$ cat src/rtl/rr_cs_arbiter8_pkg.sv
// Shared constants and the rotating-priority search used by the 8-way
// chip-select arbiter.
package rr_cs_arbiter8_pkg;

   localparam logic [1:0] ST_IDLE  = 2'd0;
   localparam logic [1:0] ST_GRANT = 2'd1;
   localparam logic [1:0] ST_TURN  = 2'd2;

   localparam logic [7:0] CS_IDLE  = 8'hFF;

   // First set request bit at or above ptr, wrapping 7->0; returns 0 when req is empty.
   function automatic logic [2:0] rr_first(input logic [7:0] req, input logic [2:0] ptr);
      logic [2:0] idx;
      logic       found;
      idx   = 3'd0;
      found = 1'b0;
      for (int i = 0; i < 8; i++) begin
         if (!found && req[3'(ptr + 3'(i))]) begin
            idx   = 3'(ptr + 3'(i));
            found = 1'b1;
         end
      end
      return idx;
   endfunction

endpackage

$ cat src/rtl/rr_cs_arbiter8_decode.sv
// Combinational 3-to-8 active-low chip-select decoder with enable.
module cs_decode3_8
   import rr_cs_arbiter8_pkg::*;
(
   input  logic       en,
   input  logic [2:0] idx,
   output logic [7:0] cs_n
);

   always_comb begin
      cs_n = CS_IDLE;
      if (en) cs_n[idx] = 1'b0;
   end

endmodule

$ cat src/rtl/rr_cs_arbiter8.sv
// Round-robin arbiter for one shared 8-way chip-select resource, with a
// hold limit under contention and a one-cycle turnaround between owners.
module rr_cs_arbiter8
   import rr_cs_arbiter8_pkg::*;
#(
   parameter int MAX_HOLD = 16
) (
   input  logic       clk,
   input  logic       rst,
   input  logic       en,
   input  logic [7:0] req,
   output logic       gnt_valid,
   output logic [2:0] gnt_idx,
   output logic [7:0] cs_n,
   output logic       forced
);

   localparam int HCW = $clog2(MAX_HOLD + 1);
   localparam logic [HCW-1:0] HOLD_MAX = HCW'(MAX_HOLD);

   logic [1:0]     state, nxt_state;
   logic [2:0]     ptr, nxt_ptr;
   logic [HCW-1:0] hold_cnt, nxt_hold;
   logic [2:0]     nxt_idx, win;
   logic           nxt_valid, nxt_forced;
   logic [7:0]     others, nxt_cs_n;

   assign win    = rr_first(req, ptr);
   assign others = req & ~(8'h01 << gnt_idx);

   always_comb begin
      nxt_state  = state;
      nxt_idx    = gnt_idx;
      nxt_valid  = 1'b0;
      nxt_ptr    = ptr;
      nxt_hold   = hold_cnt;
      nxt_forced = 1'b0;
      case (state)
         ST_GRANT: begin
            if (!req[gnt_idx]) begin
               nxt_state = ST_TURN;
            end else if (hold_cnt == HOLD_MAX && others != 8'h00) begin
               nxt_state  = ST_TURN;
               nxt_forced = 1'b1;
            end else begin
               nxt_valid = 1'b1;
               if (hold_cnt != HOLD_MAX) nxt_hold = hold_cnt + 1'b1;
            end
         end
         // IDLE and the single TURN cycle both hand out a fresh grant when possible.
         ST_IDLE, ST_TURN: begin
            if (en && req != 8'h00) begin
               nxt_state = ST_GRANT;
               nxt_idx   = win;
               nxt_valid = 1'b1;
               nxt_ptr   = win + 3'd1;
               nxt_hold  = HCW'(1);
            end else begin
               nxt_state = ST_IDLE;
            end
         end
         default: nxt_state = ST_IDLE;
      endcase
   end

   cs_decode3_8 u_decode (
      .en   (nxt_valid),
      .idx  (nxt_idx),
      .cs_n (nxt_cs_n)
   );

   always_ff @(posedge clk or posedge rst) begin
      if (rst) begin
         state     <= ST_IDLE;
         ptr       <= 3'd0;
         hold_cnt  <= '0;
         gnt_valid <= 1'b0;
         gnt_idx   <= 3'd0;
         cs_n      <= CS_IDLE;
         forced    <= 1'b0;
      end else begin
         state     <= nxt_state;
         ptr       <= nxt_ptr;
         hold_cnt  <= nxt_hold;
         gnt_valid <= nxt_valid;
         gnt_idx   <= nxt_idx;
         cs_n      <= nxt_cs_n;
         forced    <= nxt_forced;
      end
   end

endmodule

$ cat config.mk
export PLATFORM = sky130hd
export DESIGN_NAME = rr_cs_arbiter8
export DESIGN_NICKNAME = d
export VERILOG_FILES = /design/src/rtl/rr_cs_arbiter8_pkg.sv /design/src/rtl/rr_cs_arbiter8_decode.sv /design/src/rtl/rr_cs_arbiter8.sv
export SDC_FILE = /design/constraint.sdc
export NUM_CORES = 1
export LEC_CHECK = 0
export CORE_MARGIN = 2
export CORE_UTILIZATION = 31
export CTS_CLUSTER_SIZE = 30
export DETAILED_ROUTE_END_ITERATION = 16
export GPL_TIMING_DRIVEN = 0
export PLACE_DENSITY = 0.46
export SKIP_LAST_GASP = 1
export SLEW_MARGIN = 10
export SYNTH_ARGS = -nofsm -noshare
export SYNTH_HDL_FRONTEND = slang
export SYNTH_HIERARCHICAL = 1
export SYNTH_SLANG_ARGS = --single-unit
$ cat constraint.sdc
create_clock -name clk -period 5.51 [get_ports clk]
set_clock_uncertainty 0.1 [all_clocks]
set_input_delay 1.102 -clock clk [delete_from_list [all_inputs] [get_ports clk]]
set_output_delay 1.102 -clock clk [all_outputs]
set_load 0.02 [all_outputs]
# ---- Word level (Yosys, flattened, before mapping)
# Cells that the tools add are included.
# Widths: inputs -> output; s select.
dict set report word_totals {
  ff_bits 23
  latch_bits 0
  ramBits 0
  mem_bits_ro 0
  memories 0
}
dict set report classes {
  addsub 9
  n_mul 0
  n_div 0
  n_lt_le_gt_ge 11
  n_eq_ne 9
  shifts 1
  mux 54
  bitwise 3
  reduce_logical 24
}
# operator count
set op_table {}
lappend op_table {{$lt 3x4->1 const B} 10}
lappend op_table {{$mux 3} 10}
lappend op_table {{$bmux 1 s3} 9}
lappend op_table {{$mux 1} 24}
lappend op_table {{$mux 5} 4}
lappend op_table {{$not 8->8} 2}
lappend op_table {{$reduce_bool 8->1} 2}
lappend op_table {{$add 3x3->3 const B} 4}
lappend op_table {{$logic_and 1x1->1} 10}
lappend op_table {{$pmux 5 s2} 1}
lappend op_table {{$and 8x8->8} 1}
lappend op_table {{$mux 8} 1}
lappend op_table {{$ne 2x2->1 const B} 4}
lappend op_table {{$shl 1x3->8 const A} 1}
lappend op_table {{$logic_not 1->1} 7}
lappend op_table {{$add 3x1->3 const B} 2}
lappend op_table {{$add 3x2->3 const B} 2}
lappend op_table {{$add 5x1->5 const B} 1}
lappend op_table {{$eq 5x5->1 const B} 1}
lappend op_table {{$ne 5x5->1 const B} 1}
lappend op_table {{$reduce_and 5->1} 1}
lappend op_table {{$mux 2} 2}
lappend op_table {{$pmux 2 s2} 1}
lappend op_table {{$demux 1 s3} 1}
lappend op_table {{other kinds (9)} 9}

# ---- Depth between registers and ports, before layout
dict set report logic_depth {
  ltp_word 32
  mapped_depth 14
}

# ---- Modules after synthesis
# The synthesis kept the hierarchy.
# module instances cells_per_inst area_each_um2 seq_area_each_um2
set by_module_without_submodules {}
lappend by_module_without_submodules {rr_cs_arbiter8 1 211 2177.1 585.6}
lappend by_module_without_submodules {cs_decode3_8 1 8 76.3 0.0}

# ---- Least setup slack after synthesis
# OpenSTA, ideal clock, no wires.
dict set report synth_timing {
  path_type {input-to-reg}
  from {input req[3]}
  to {register cs_n[0]}
  setup_time_ns 0.094
  t_arrival_ns 3.682
  path_slack_ns 1.634
  cell_stages 9
  n_path_buf 1
  cell_sequence {clkbuf_8 mux2_4 mux4_2 o32a_4 or3_1 o211ai_1 a32oi_2 mux2_2 or4b_1}
}
dict set report synth_between {
  elab_chain_cells 32
  word_cells_on_any_way 65
  cone_classes {order compare (2); mux (42); bitwise (2); reduce/logical (19)}
}
# element line
set synth_lines {}
lappend synth_lines {{start: declaration} rr_cs_arbiter8.sv:11} ;# input logic [7:0] req,
lappend synth_lines {{$bmux 1 s3} rr_cs_arbiter8_pkg.sv:18} ;# if (!found && req[3'(ptr + 3'(i))]) begin
lappend synth_lines {{$mux 1 (implied by the code)} rr_cs_arbiter8_pkg.sv:18}
lappend synth_lines {{$mux 1} rr_cs_arbiter8_pkg.sv:18}
lappend synth_lines {{$logic_not 1->1} rr_cs_arbiter8_pkg.sv:18}
lappend synth_lines {{$logic_and 1x1->1} rr_cs_arbiter8_pkg.sv:18}
lappend synth_lines {{$mux 1} rr_cs_arbiter8_pkg.sv:18}
lappend synth_lines {{$logic_not 1->1} rr_cs_arbiter8_pkg.sv:18}
lappend synth_lines {{$logic_and 1x1->1} rr_cs_arbiter8_pkg.sv:18}
lappend synth_lines {{[... 18 more ...]} n/a}
lappend synth_lines {{net nxt_idx[1]} rr_cs_arbiter8.sv:24} ;# logic [2:0] nxt_idx, win;
lappend synth_lines {{$lt 3x4->1 (implied by the code) or $ge 3x1->1 (tied branches)} rr_cs_arbiter8_decode.sv:12} ;# if (en) cs_n[idx] = 1'b0;
lappend synth_lines {{$logic_and 1x1->1 (implied by the code)} rr_cs_arbiter8_decode.sv:12}
lappend synth_lines {{$mux 1 (implied by the code)} rr_cs_arbiter8_decode.sv:12}
lappend synth_lines {{$demux 1 s3 (*)} n/a}
lappend synth_lines {{$not 8->8 (no source line) (*)} n/a}
lappend synth_lines {{$mux 8 (*)} rr_cs_arbiter8_decode.sv:12}
lappend synth_lines {{net nxt_cs_n[0]} rr_cs_arbiter8.sv:26} ;# logic [7:0] others, nxt_cs_n;
lappend synth_lines {{end signal: assignment} rr_cs_arbiter8.sv:87} ;# cs_n <= nxt_cs_n;
lappend synth_lines {{end: declaration} rr_cs_arbiter8.sv:14} ;# output logic [7:0] cs_n,
# Mark *: on every way through the listed nets, which the timed path passes. The rest lies on a longest branch. The select of a mux whose other input is x is not followed.
# A chain may end at the register's enable or synchronous reset.

# ---- Final worst setup path
dict set report layout_timing {
  from {input req[4]}
  to {register cs_n[1]}
}
# The elaborated chain is that of the path after synthesis.

==> impl_metrics.json <==
{
  "cts_buffers": 3,
  "cp-start-kind": "primary input",
  "p_clk_share_pct": 5.9,
  "hold_buffers": 0,
  "grt_pass1_wl_um": 8890,
  "worst-endpoint-arrival_ns": 4.42,
  "fillCellCount": 739,
  "yosysWarnings": 6,
  "path_class": "in -> reg",
  "cts_tree": "done",
  "layout-drive-gt1-share_pct": 24.0,
  "die_w_um": 89.3,
  "ioPinCount": 24,
  "gp_congestion": 0.804,
  "setup_ws_ns": 1.19,
  "seq_area_frac_synth_pct": 26.0,
  "hold_class": "reg -> reg",
  "synth_area_per_cell_um2": 10.3,
  "grt_overflow": 0,
  "fin_crit_sh_pct": 78.4,
  "track_usage_pct": 14.4,
  "drc_errors": 0,
  "p_seq_share_pct": 15.4,
  "placement.io_buffers": 19,
  "ant_nets": 0,
  "reg2regPathDepth": 13,
  "p_leak_nw": 1.04,
  "finalHoldViolations": 0,
  "wl_per_cell_um": 16.0,
  "wl_um": 5460,
  "maxCapViolCount": 0,
  "finalWorstPathRequiredPeriod_ns": 4.32,
  "root_buffer": "clkbuf_8",
  "netlist_top_cells_area": "dfrtp_1 (17%), dfstp_2 (9.3%), mux4_2 (8.0%)",
  "synth_edf_count": 0,
  "core_um2": 7140,
  "grt_max_degree": 24,
  "dp_hpwl_um": 4080,
  "status": "complete, no violations",
  "netlist_instances": 219,
  "num_vias": 1803,
  "power_density_nw_per_um2": 694,
  "die_area_um2": 7970,
  "post_cts_buffers": 0,
  "synth_ff_type": "dfrtp_1",
  "fin_nets": 258,
  "rsz0062_at_grt": "false",
  "internal-power_uw": 969,
  "drtIter0Drc": 121,
  "cp_data_required_time_ns": 5.61,
  "start_util_pct": 31.6,
  "sw_frac_of_total_pct": 46.6,
  "synthDistinctLibCells": 60,
  "dieHeight_um": 89.3,
  "rows": 31,
  "dpl_worst_slack_ns": 0.910,
  "grt_pass1_vias": 1763,
  "antenna_found_initial": 0,
  "end_kind": "register",
  "cts_sinks": 23,
  "synth_area_um2": 2250,
  "crit-reg2reg-capture": "cs_n[0]$_DFF_PP1_",
  "min_delay_path_depth": 3,
  "drv_slew": 0,
  "yosys.area.top_type": "dfrtp_1",
  "first_pass_iters": 4,
  "ir_drop_uv": 274,
  "synth_top_area_share_pct": 16.7,
  "placedCellCount": 337,
  "tightest_slew_ns": 0.940,
  "relSlewSlack_pct": 36.7,
  "finalNonFillerCells": 341,
  "min_from": "state[1]$_DFFE_PP0P_",
  "async_reset_ff_share_pct": 100,
  "hold_end": "forced$_DFF_PP0_",
  "finalSetupViolCount": 0,
  "insertion_delay_ns": 0.27,
  "combinationalPowerShare_pct": 78.8,
  "clk_path_buf_depth": 2,
  "fin_setup_tns_ns": 0,
  "power_switching_uw": 847,
  "timing.fmax_ghz": 0.232,
  "cts_resized": 0,
  "critPathMaxFanout": 9,
  "syn_nets": 234,
  "synth-seq-cells": 23,
  "htree_levels": 1,
  "post_drt_via_cell_ratio": 5.29,
  "antenna_cells": 0,
  "clk_pin_slew_ns": 0.09,
  "syn_to_final_growth_pct": 16.1,
  "rr_startpoint": "ptr[0]$_DFFE_PP0P_",
  "r2r_slack_ns": 1.42
}
## placed cells by master, fill, tap and decap left out, drive strengths merged, types with 2 or more instances in the layout
master and n:
nand2 22, clkdlybuf4s50 19, dfrtp 15, a21oi 14, nor2 14, mux4 14
clkbuf 12, inv 11, mux2 11, o21ai 10, mux2i 9, dfstp 8
buf 8, nand3 5, o211ai 5, xor2 4, nand4b 4, ha 4
a211o 4, nor4 3, o22ai 3, xnor2 3, or3 3, nand4bb 3
nand2b 2, a21o 2, nand3b 2, nor4b 2, nand4 2, nor2b 2
o21a 2
## power by group through the flow
stage	logic [mW]	clock network, mW	registers [mW]
4_1_cts	1.43	0.114	0.280
3_3_place_gp	1.43	0	0.283
2_1_floorplan	1.08	0	0.317
3_5_place_dp	1.42	0	0.281
6_report	1.43	0.106	0.279
5_1_grt	1.55	0.122	0.289
## cells in the mapped netlist (3+ instances only)
| master | number |
|---|---|
| nand3_1 | 5 |
| ha_1 | 4 |
| mux4_1 | 6 |
| a21oi_1 | 14 |
| nor2_1 | 14 |
| dfstp_2 | 8 |
| xor2_1 | 4 |
| o211ai_1 | 5 |
| nor4_1 | 3 |
| nand4bb_1 | 3 |
| mux4_2 | 8 |
| inv_1 | 11 |
| mux2_4 | 4 |
| clkbuf_8 | 5 |
| mux2_2 | 7 |
| dfrtp_1 | 15 |
| o21ai_0 | 9 |
| xnor2_1 | 3 |
| nand4b_1 | 4 |
| o22ai_1 | 3 |
| buf_6 | 4 |
| mux2i_1 | 9 |
| nand2_1 | 22 |
| or3_1 | 3 |
| clkbuf_1 | 3 |
## layer usage
layer	global-route usage [%]	wire, um	vias up
met4	1.36	0	0
met3	2.77	210	0
met5	0	0	-
met1	21.7	2750	897
met2	22.2	2500	35
li1	-	-	871
## sequential cells by signal, summed over array words and instances, names as in the netlist
register	flops
cs_n	8
hold_cnt	5
gnt_idx	3
ptr	3
state	2
forced	1
gnt_valid	1
## how the worst max path moves through the flow
stage,startpoint,end,slack (ns),cells past startpoint
floorplan,req[3],cs_n[0]$_DFF_PP1_,1.63,9
finish,req[4],cs_n[1]$_DFF_PP1_,1.19,9
CTS,req[4],cs_n[1]$_DFF_PP1_,1.20,9
global route,req[4],cs_n[7]$_DFF_PP1_,0.99,9
detailed placement,req[4],cs_n[1]$_DFF_PP1_,0.91,9
global placement,req[2],cs_n[0]$_DFF_PP1_,0.92,9
## logic make-up (layout without fill, tap and decap cells)
family	after synthesis	count (layout)	share of synthesized area [%]
simple gates	72	72	18.0
mux	34	34	25.2
buf+inv	28	51	9.27
flops	23	23	26.0
fa+ha+maj	4	4	2.22
compound gates	51	51	16.6
xor+xnor	7	7	2.72
## critical path: stages
cell	delay [ns]
clkdlybuf4s50_1	0.57
mux2_4	0.37
mux4_2	0.47
o32a_4	0.36
a21o_1	0.17
a32o_1	0.25
o2bb2ai_2	0.14
o21ai_0	0.73
nand4bb_1	0.23
## layout make-up
class	instances	area, um2	area share [%]
Tap cell	99	124	4.73
Inverter	11	41.3	1.58
Sequential cell	23	586	22.4
Buffer	17	168	6.41
Clock buffer	3	41.3	1.58
Timing Repair Buffer	19	190	7.27
Clock inverter	1	7.51	0.287
Multi-Input combinational cell	168	1460	55.8
## per-stage QoR
stage / hold WS [ns] / utilization, % / total power, mW / instance area (um2)
final: 0.433 / 36.7 / 1.82 / 2620
after detailed placement: 0.417 / 36.0 / 1.71 / 2570
after floorplan: 0.376 / - / 1.39 / 2250
after CTS: 0.448 / 36.7 / 1.82 / 2620
after global routing: 0.476 / 36.7 / 1.96 / 2620
after global placement: 0.405 / 36.0 / 1.71 / 2570
(Power assumes the default switching activity.)
